`config.mk`:
```
export PLATFORM = sky130hd
export DESIGN_NAME = alu_arbiter
export DESIGN_NICKNAME = d
export VERILOG_FILES = /design/src/rtl/alu_arb_pkg.sv /design/src/rtl/alu_arbiter_alu.sv /design/src/rtl/alu_arbiter.sv
export SDC_FILE = /design/constraint.sdc
export NUM_CORES = 1
export LEC_CHECK = 0
export CAP_MARGIN = 10
export CORE_MARGIN = 4
export CORE_UTILIZATION = 32
export CTS_BUF_LIST = sky130_fd_sc_hd__clkbuf_8
export CTS_CLUSTER_DIAMETER = 80
export CTS_CLUSTER_SIZE = 20
export DETAILED_ROUTE_END_ITERATION = 6
export SKIP_CTS_REPAIR_TIMING = 1
export SYNTH_ARGS = -nofsm -noshare
export SYNTH_HDL_FRONTEND = slang
export SYNTH_SLANG_ARGS = --single-unit
```
`constraint.sdc`:
```
create_clock -name clk -period 3.35 [get_ports clk]
set_input_delay 0.67 -clock clk [delete_from_list [all_inputs] [get_ports clk]]
set_output_delay 0.67 -clock clk [all_outputs]
set_load 0.1 [all_outputs]
```
`src/rtl/alu_arb_pkg.sv`:
```
// Shared types and constants for the two-requester ALU arbiter.
// Opcode map, FSM state encoding and requester-id type.
// Pure declarations; no logic, so no latency or backpressure of its own.
package alu_arb_pkg;

    localparam int DATA_W = 8;
    localparam int OP_W   = 4;

    localparam logic [OP_W-1:0] OP_ADD = 4'd0;
    localparam logic [OP_W-1:0] OP_SUB = 4'd1;
    localparam logic [OP_W-1:0] OP_SHR = 4'd2;
    localparam logic [OP_W-1:0] OP_SHL = 4'd3;
    localparam logic [OP_W-1:0] OP_ROR = 4'd4;
    localparam logic [OP_W-1:0] OP_ROL = 4'd5;
    localparam logic [OP_W-1:0] OP_AND = 4'd6;
    localparam logic [OP_W-1:0] OP_OR  = 4'd7;
    localparam logic [OP_W-1:0] OP_NOT = 4'd8;
    localparam logic [OP_W-1:0] OP_XOR = 4'd9;
    localparam logic [OP_W-1:0] OP_MAX = 4'd9;

    typedef enum logic [1:0] {IDLE, EXEC, RESP} state_t;

    typedef logic req_id_t;

    // Opcodes above OP_MAX are reserved and reported as errors.
    function automatic logic op_illegal(input logic [OP_W-1:0] op);
        return op > OP_MAX;
    endfunction

endpackage

```
`src/rtl/alu_arbiter_alu.sv`:
```
// 8-bit combinational ALU shared by the arbiter's requesters.
// Latency: zero cycles (purely combinational).
// Backpressure: none; output follows inputs every cycle.
module ALU
    import alu_arb_pkg::*;
(
    input  logic [DATA_W-1:0] a,
    input  logic [DATA_W-1:0] b,
    input  logic [OP_W-1:0]   op,
    output logic [DATA_W-1:0] y
);

    logic [2*DATA_W-1:0] ror_tmp;
    logic [2*DATA_W-1:0] rol_tmp;

    // Operation decode; rotates use only the low three bits of b, reserved opcodes yield zero
    always_comb begin
        ror_tmp = {a, a} >> b[2:0];
        rol_tmp = {a, a} << b[2:0];
        y       = '0;
        case (op)
            OP_ADD:  y = a + b;
            OP_SUB:  y = a - b;
            OP_SHR:  y = a >> b;
            OP_SHL:  y = a << b;
            OP_ROR:  y = ror_tmp[DATA_W-1:0];
            OP_ROL:  y = rol_tmp[2*DATA_W-1:DATA_W];
            OP_AND:  y = a & b;
            OP_OR:   y = a | b;
            OP_NOT:  y = ~a;
            OP_XOR:  y = a ^ b;
            default: y = '0;
        endcase
    end

endmodule

```
`src/rtl/alu_arbiter.sv`:
```
// Round-robin arbiter sharing one ALU between two valid/ready requesters.
// Latency: request accepted in cycle T gives response valid at T+2.
// Backpressure: response holds until consumed; no new request accepted meanwhile.
// Optional grant locking is compiled in with ALU_ARB_LOCK_EN.
module alu_arbiter
    import alu_arb_pkg::*;
(
    input  logic              clk,
    input  logic              rst,
    input  logic              req0_valid,
    input  logic              req1_valid,
    output logic              req0_ready,
    output logic              req1_ready,
    input  logic [DATA_W-1:0] req0_a,
    input  logic [DATA_W-1:0] req1_a,
    input  logic [DATA_W-1:0] req0_b,
    input  logic [DATA_W-1:0] req1_b,
    input  logic [OP_W-1:0]   req0_op,
    input  logic [OP_W-1:0]   req1_op,
`ifdef ALU_ARB_LOCK_EN
    input  logic              req0_lock,
    input  logic              req1_lock,
`endif
    output logic              rsp0_valid,
    output logic              rsp1_valid,
    input  logic              rsp0_ready,
    input  logic              rsp1_ready,
    output logic [DATA_W-1:0] rsp0_data,
    output logic [DATA_W-1:0] rsp1_data,
    output logic              rsp0_err,
    output logic              rsp1_err,
    output logic              busy
);

    state_t            state;
    req_id_t           owner;
    req_id_t           prio;
    logic [DATA_W-1:0] cap_a;
    logic [DATA_W-1:0] cap_b;
    logic [OP_W-1:0]   cap_op;
    logic [DATA_W-1:0] rsp_data;
    logic              rsp_err;
    logic              rsp0_q;
    logic              rsp1_q;
    logic [DATA_W-1:0] alu_y;

    logic              gnt_vld;
    req_id_t           gnt_id;
    logic              rsp_hs;

`ifdef ALU_ARB_LOCK_EN
    logic              lock_held;
    req_id_t           lock_owner;
    logic              cap_lock;
`endif

    // Grant selection, only evaluated in IDLE and suppressed while reset is asserted
    always_comb begin
        gnt_vld = 1'b0;
        gnt_id  = 1'b0;
        if (state == IDLE && !rst) begin
`ifdef ALU_ARB_LOCK_EN
            if (lock_held) begin
                gnt_id  = lock_owner;
                gnt_vld = lock_owner ? req1_valid : req0_valid;
            end else
`endif
            if (req0_valid && req1_valid) begin
                gnt_vld = 1'b1;
                gnt_id  = prio;
            end else if (req0_valid) begin
                gnt_vld = 1'b1;
                gnt_id  = 1'b0;
            end else if (req1_valid) begin
                gnt_vld = 1'b1;
                gnt_id  = 1'b1;
            end
        end
    end

    assign req0_ready = gnt_vld && (gnt_id == 1'b0);
    assign req1_ready = gnt_vld && (gnt_id == 1'b1);

    assign rsp_hs     = (rsp0_q && rsp0_ready) || (rsp1_q && rsp1_ready);

    assign rsp0_valid = rsp0_q;
    assign rsp1_valid = rsp1_q;
    assign rsp0_data  = rsp_data;
    assign rsp1_data  = rsp_data;
    assign rsp0_err   = rsp_err;
    assign rsp1_err   = rsp_err;
    assign busy       = (state != IDLE);

    ALU u_alu (
        .a  (cap_a),
        .b  (cap_b),
        .op (cap_op),
        .y  (alu_y)
    );

    // Arbiter FSM: capture on grant, register ALU result, hold response until consumed
    always_ff @(posedge clk) begin
        if (rst) begin
            state    <= IDLE;
            owner    <= 1'b0;
            prio     <= 1'b0;
            cap_a    <= '0;
            cap_b    <= '0;
            cap_op   <= '0;
            rsp_data <= '0;
            rsp_err  <= 1'b0;
            rsp0_q   <= 1'b0;
            rsp1_q   <= 1'b0;
`ifdef ALU_ARB_LOCK_EN
            lock_held  <= 1'b0;
            lock_owner <= 1'b0;
            cap_lock   <= 1'b0;
`endif
        end else begin
            case (state)
                IDLE: begin
                    if (gnt_vld) begin
                        owner  <= gnt_id;
                        cap_a  <= gnt_id ? req1_a  : req0_a;
                        cap_b  <= gnt_id ? req1_b  : req0_b;
                        cap_op <= gnt_id ? req1_op : req0_op;
`ifdef ALU_ARB_LOCK_EN
                        cap_lock <= gnt_id ? req1_lock : req0_lock;
`endif
                        state  <= EXEC;
                    end
                end
                EXEC: begin
                    rsp_data <= alu_y;
                    rsp_err  <= op_illegal(cap_op);
                    rsp0_q   <= (owner == 1'b0);
                    rsp1_q   <= (owner == 1'b1);
                    state    <= RESP;
                end
                RESP: begin
                    if (rsp_hs) begin
                        rsp0_q <= 1'b0;
                        rsp1_q <= 1'b0;
                        state  <= IDLE;
`ifdef ALU_ARB_LOCK_EN
                        // A locked op keeps the grant with its owner; an unlocked one releases it
                        lock_held  <= cap_lock;
                        lock_owner <= owner;
                        prio       <= cap_lock ? prio : ~owner;
`else
                        prio   <= ~owner;
`endif
                    end
                end
                default: state <= IDLE;
            endcase
        end
    end

endmodule

```
==> results_dict.tcl <==
set metrics [dict create \
    ctsHtreeMaxLevel 2 \
    hold_path_class "reg2reg" \
    tightest_slew_ns 0.911 \
    ctsLongestPathBuffers 2 \
    end_kind "register" \
    synth_seq_cells 35 \
    ys.flop_type "dfxtp_1" \
    die_w_um 111 \
    firstDrtPassIters 5 \
    powerDensity_nw_per_um2 467 \
    status "finished clean" \
    antenna_cells 0 \
    r2r_cells 9 \
    whs_ns 0.500 \
    numClockSinks 35 \
    first_global_vias 3336 \
    syn2layout_area_growth_pct 22.0 \
    fin_worst_skew_ns 0.0177 \
    syn_area_per_cell_um2 7.79 \
    cp_common_cell "o21ai_0" \
    crit_fanout 12 \
    r2r_setup_slack_ns 0.53 \
    dr.first_iter.drc_count 300 \
    path_class "reg2reg" \
    cp.arrival_ns 3.03 \
    vias 3451 \
    path_buf_inv 0 \
    cts_buffers 5 \
    synth_top_area_share_pct 20.5 \
    rsz0062_at_grt "no" \
    antenna_found_initial 0 \
    grt_overflow 0 \
    slew_violations 0 \
    final-hold-violation-count 0 \
    layout_commonest_cell "a21oi_1" \
    fill_cells 1094 \
    cp_slowest_stage_delay_ns 0.45 \
    syn_area_um2 3430 \
    fin_crit_sh_pct 84.2 \
    synth-seq-area-share_pct 20.5 \
    synth.distinct_cells 71 \
    clk_pin_slew_ns 0.08 \
    seq_area_um2 701 \
    final-setup-viol-count 0 \
    synth-edff-count 0 \
    initial_core_util_pct 33.0 \
    max-vdd-ir-drop_mv 0.213 \
    gp_congestion 0.945 \
    syn-num-nets 511 \
    dieArea_um2 12400 \
    track_usage_pct 17.8 \
    clkLatencyLatePin_ns 0.30 \
    rows 37 \
    core_area_um2 10400 \
    critPathTopFamily "compound AO/OA/AOI/OAI gates" \
    ios 69 \
    cp-endpoint "rsp0_data[6]" \
    cp_cell_sequence "nor4b_4 -> mux2_2 -> fa_1 -> nor2b_1 -> o21ai_0 -> a21boi_0 -> o21ai_0 -> a211o_1 -> a311oi_1" \
    synthTopCellsByArea "dfxtp_1 20%, ha_1 8.8%, a21oi_1 7.9%" \
    netlist_instances 440 \
    slew_headroom_pct 39.3 \
    synthArstFlopShare_pct 0 \
    reg2reg_from "cap_op[1]" \
    synth_warnings 0 \
    dp_hpwl_um 8550 \
    nets 557 \
    path_depth 9 \
    wl_um 11300 \
    fmax_mhz 355 \
    crit_start "cap_op[1]" \
    post_drt_via_cell_ratio 5.54 \
    grt_pass1_wl_um 17900 \
    multi_input_area_um2 2340 \
    layout-drive-gt1-share_pct 14.4 \
    startpoint_type "register" \
    p_leak_nw 1.59 \
    avgRoutedWirePerCell_um 18.1 \
    required_ns 3.56 \
    cpMaxStageDelayCell "dfxtp_1" \
    drc 0 \
    die_y_um 111 \
    clockRootBuffer "clkbuf_8" \
    yosys.area.top_type "dfxtp_1" \
    io_buffers 68 \
    maxCapViolations 0 \
    min_period_ns 2.82 \
    fin_tns_setup_ns 0 \
    cts_tree "yes" \
    final_cell_mix "54 x a21oi_1, 45 x clkdlybuf4s50_1, 44 x nand2_1, 35 x nor2_1, 35 x dfxtp_1" \
    reg2reg_to "rsp0_data[6]" \
    final_antenna_net_count 0 \
    grt_max_degree 35 \
]
[metal layers]
metal  track usage [%]  share of wire (%)  vias up
li1                  -                  -     1677
met2              28.9                 45      130
met4              4.62                2.1        0
met5                 0                  0        -
met1              23.8                 45     1623
met3              4.35                7.3       21
[through the flow]
stage	worst slack (ns)	std cells	util [%]	instance area, um^2	power (mW)
after floorplan	0.546	440	-	3430	1.29
after global placement	0.607	615	39.1	4060	1.52
after detailed placement	0.578	615	39.1	4060	1.53
after CTS	0.549	623	40.3	4180	1.96
after global routing	0.374	623	40.3	4180	2.07
final	0.530	623	40.3	4180	1.95
[worst min-delay path by stage]
stage,end,cells after the start,startpoint
floorplan,prio,1,owner
global placement,rsp1_valid,2,rsp1_valid
detailed placement,rsp1_valid,2,rsp1_valid
CTS,rsp1_valid,2,rsp1_valid
global route,rsp1_valid,2,rsp1_valid
finish,rsp1_valid,2,rsp1_valid
[Yosys cell counts (9+ instances only)]
library cell and number:
buf_4 11, o21ai_0 19, dfxtp_1 35, a21oi_1 54
mux2_2 9, nor2_1 35, xnor2_1 9, inv_1 25
nand2_1 44, ha_1 24, buf_2 10, mux2i_1 21
a22oi_1 21, clkbuf_1 11
[worst reg2reg max path, stage by stage (launching register included)]
cell	delay, ns
dfxtp_1	0.45
nor4b_4	0.33
mux2_2	0.40
fa_1	0.44
nor2b_1	0.12
o21ai_0	0.10
a21boi_0	0.26
o21ai_0	0.15
a211o_1	0.31
a311oi_1	0.19
[power breakdown]
| group | total [mW] | leakage (nW) | switching, mW | internal, mW |
|---|---|---|---|---|
| sequential | 0.524 | 0.286 | 0.0679 | 0.456 |
| combinational | 1.01 | 1.24 | 0.641 | 0.366 |
| clock | 0.423 | 0.0618 | 0.178 | 0.245 |
| total | 1.95 | 1.59 | 0.886 | 1.07 |
[sequential cells by signal, indices dropped and copies added (netlist names)]
register and count:
cap_a 8, cap_b 8, rsp0_data 8, cap_op 4, state 2, owner 1
prio 1, rsp0_err 1, rsp0_valid 1, rsp1_valid 1
[logic make-up after synthesis]
group	count (synthesis)	synth area share [%]
mux	30	9.09
buf+inv	68	11.2
compound gates	148	28.4
xor+xnor	10	2.56
flops	35	20.5
fa+ha+maj	25	9.35
simple gates	124	19.0
[area by class of cell]
type	count	share of cell area [%]
multi-input cells	337	56.1
repair buffers	81	17.8
flip-flops and latches	35	16.8
well taps	136	4.07
inverters	26	2.34
clock buffers	6	1.98
clock inverters	2	0.928
(Power assumes the default switching activity.)
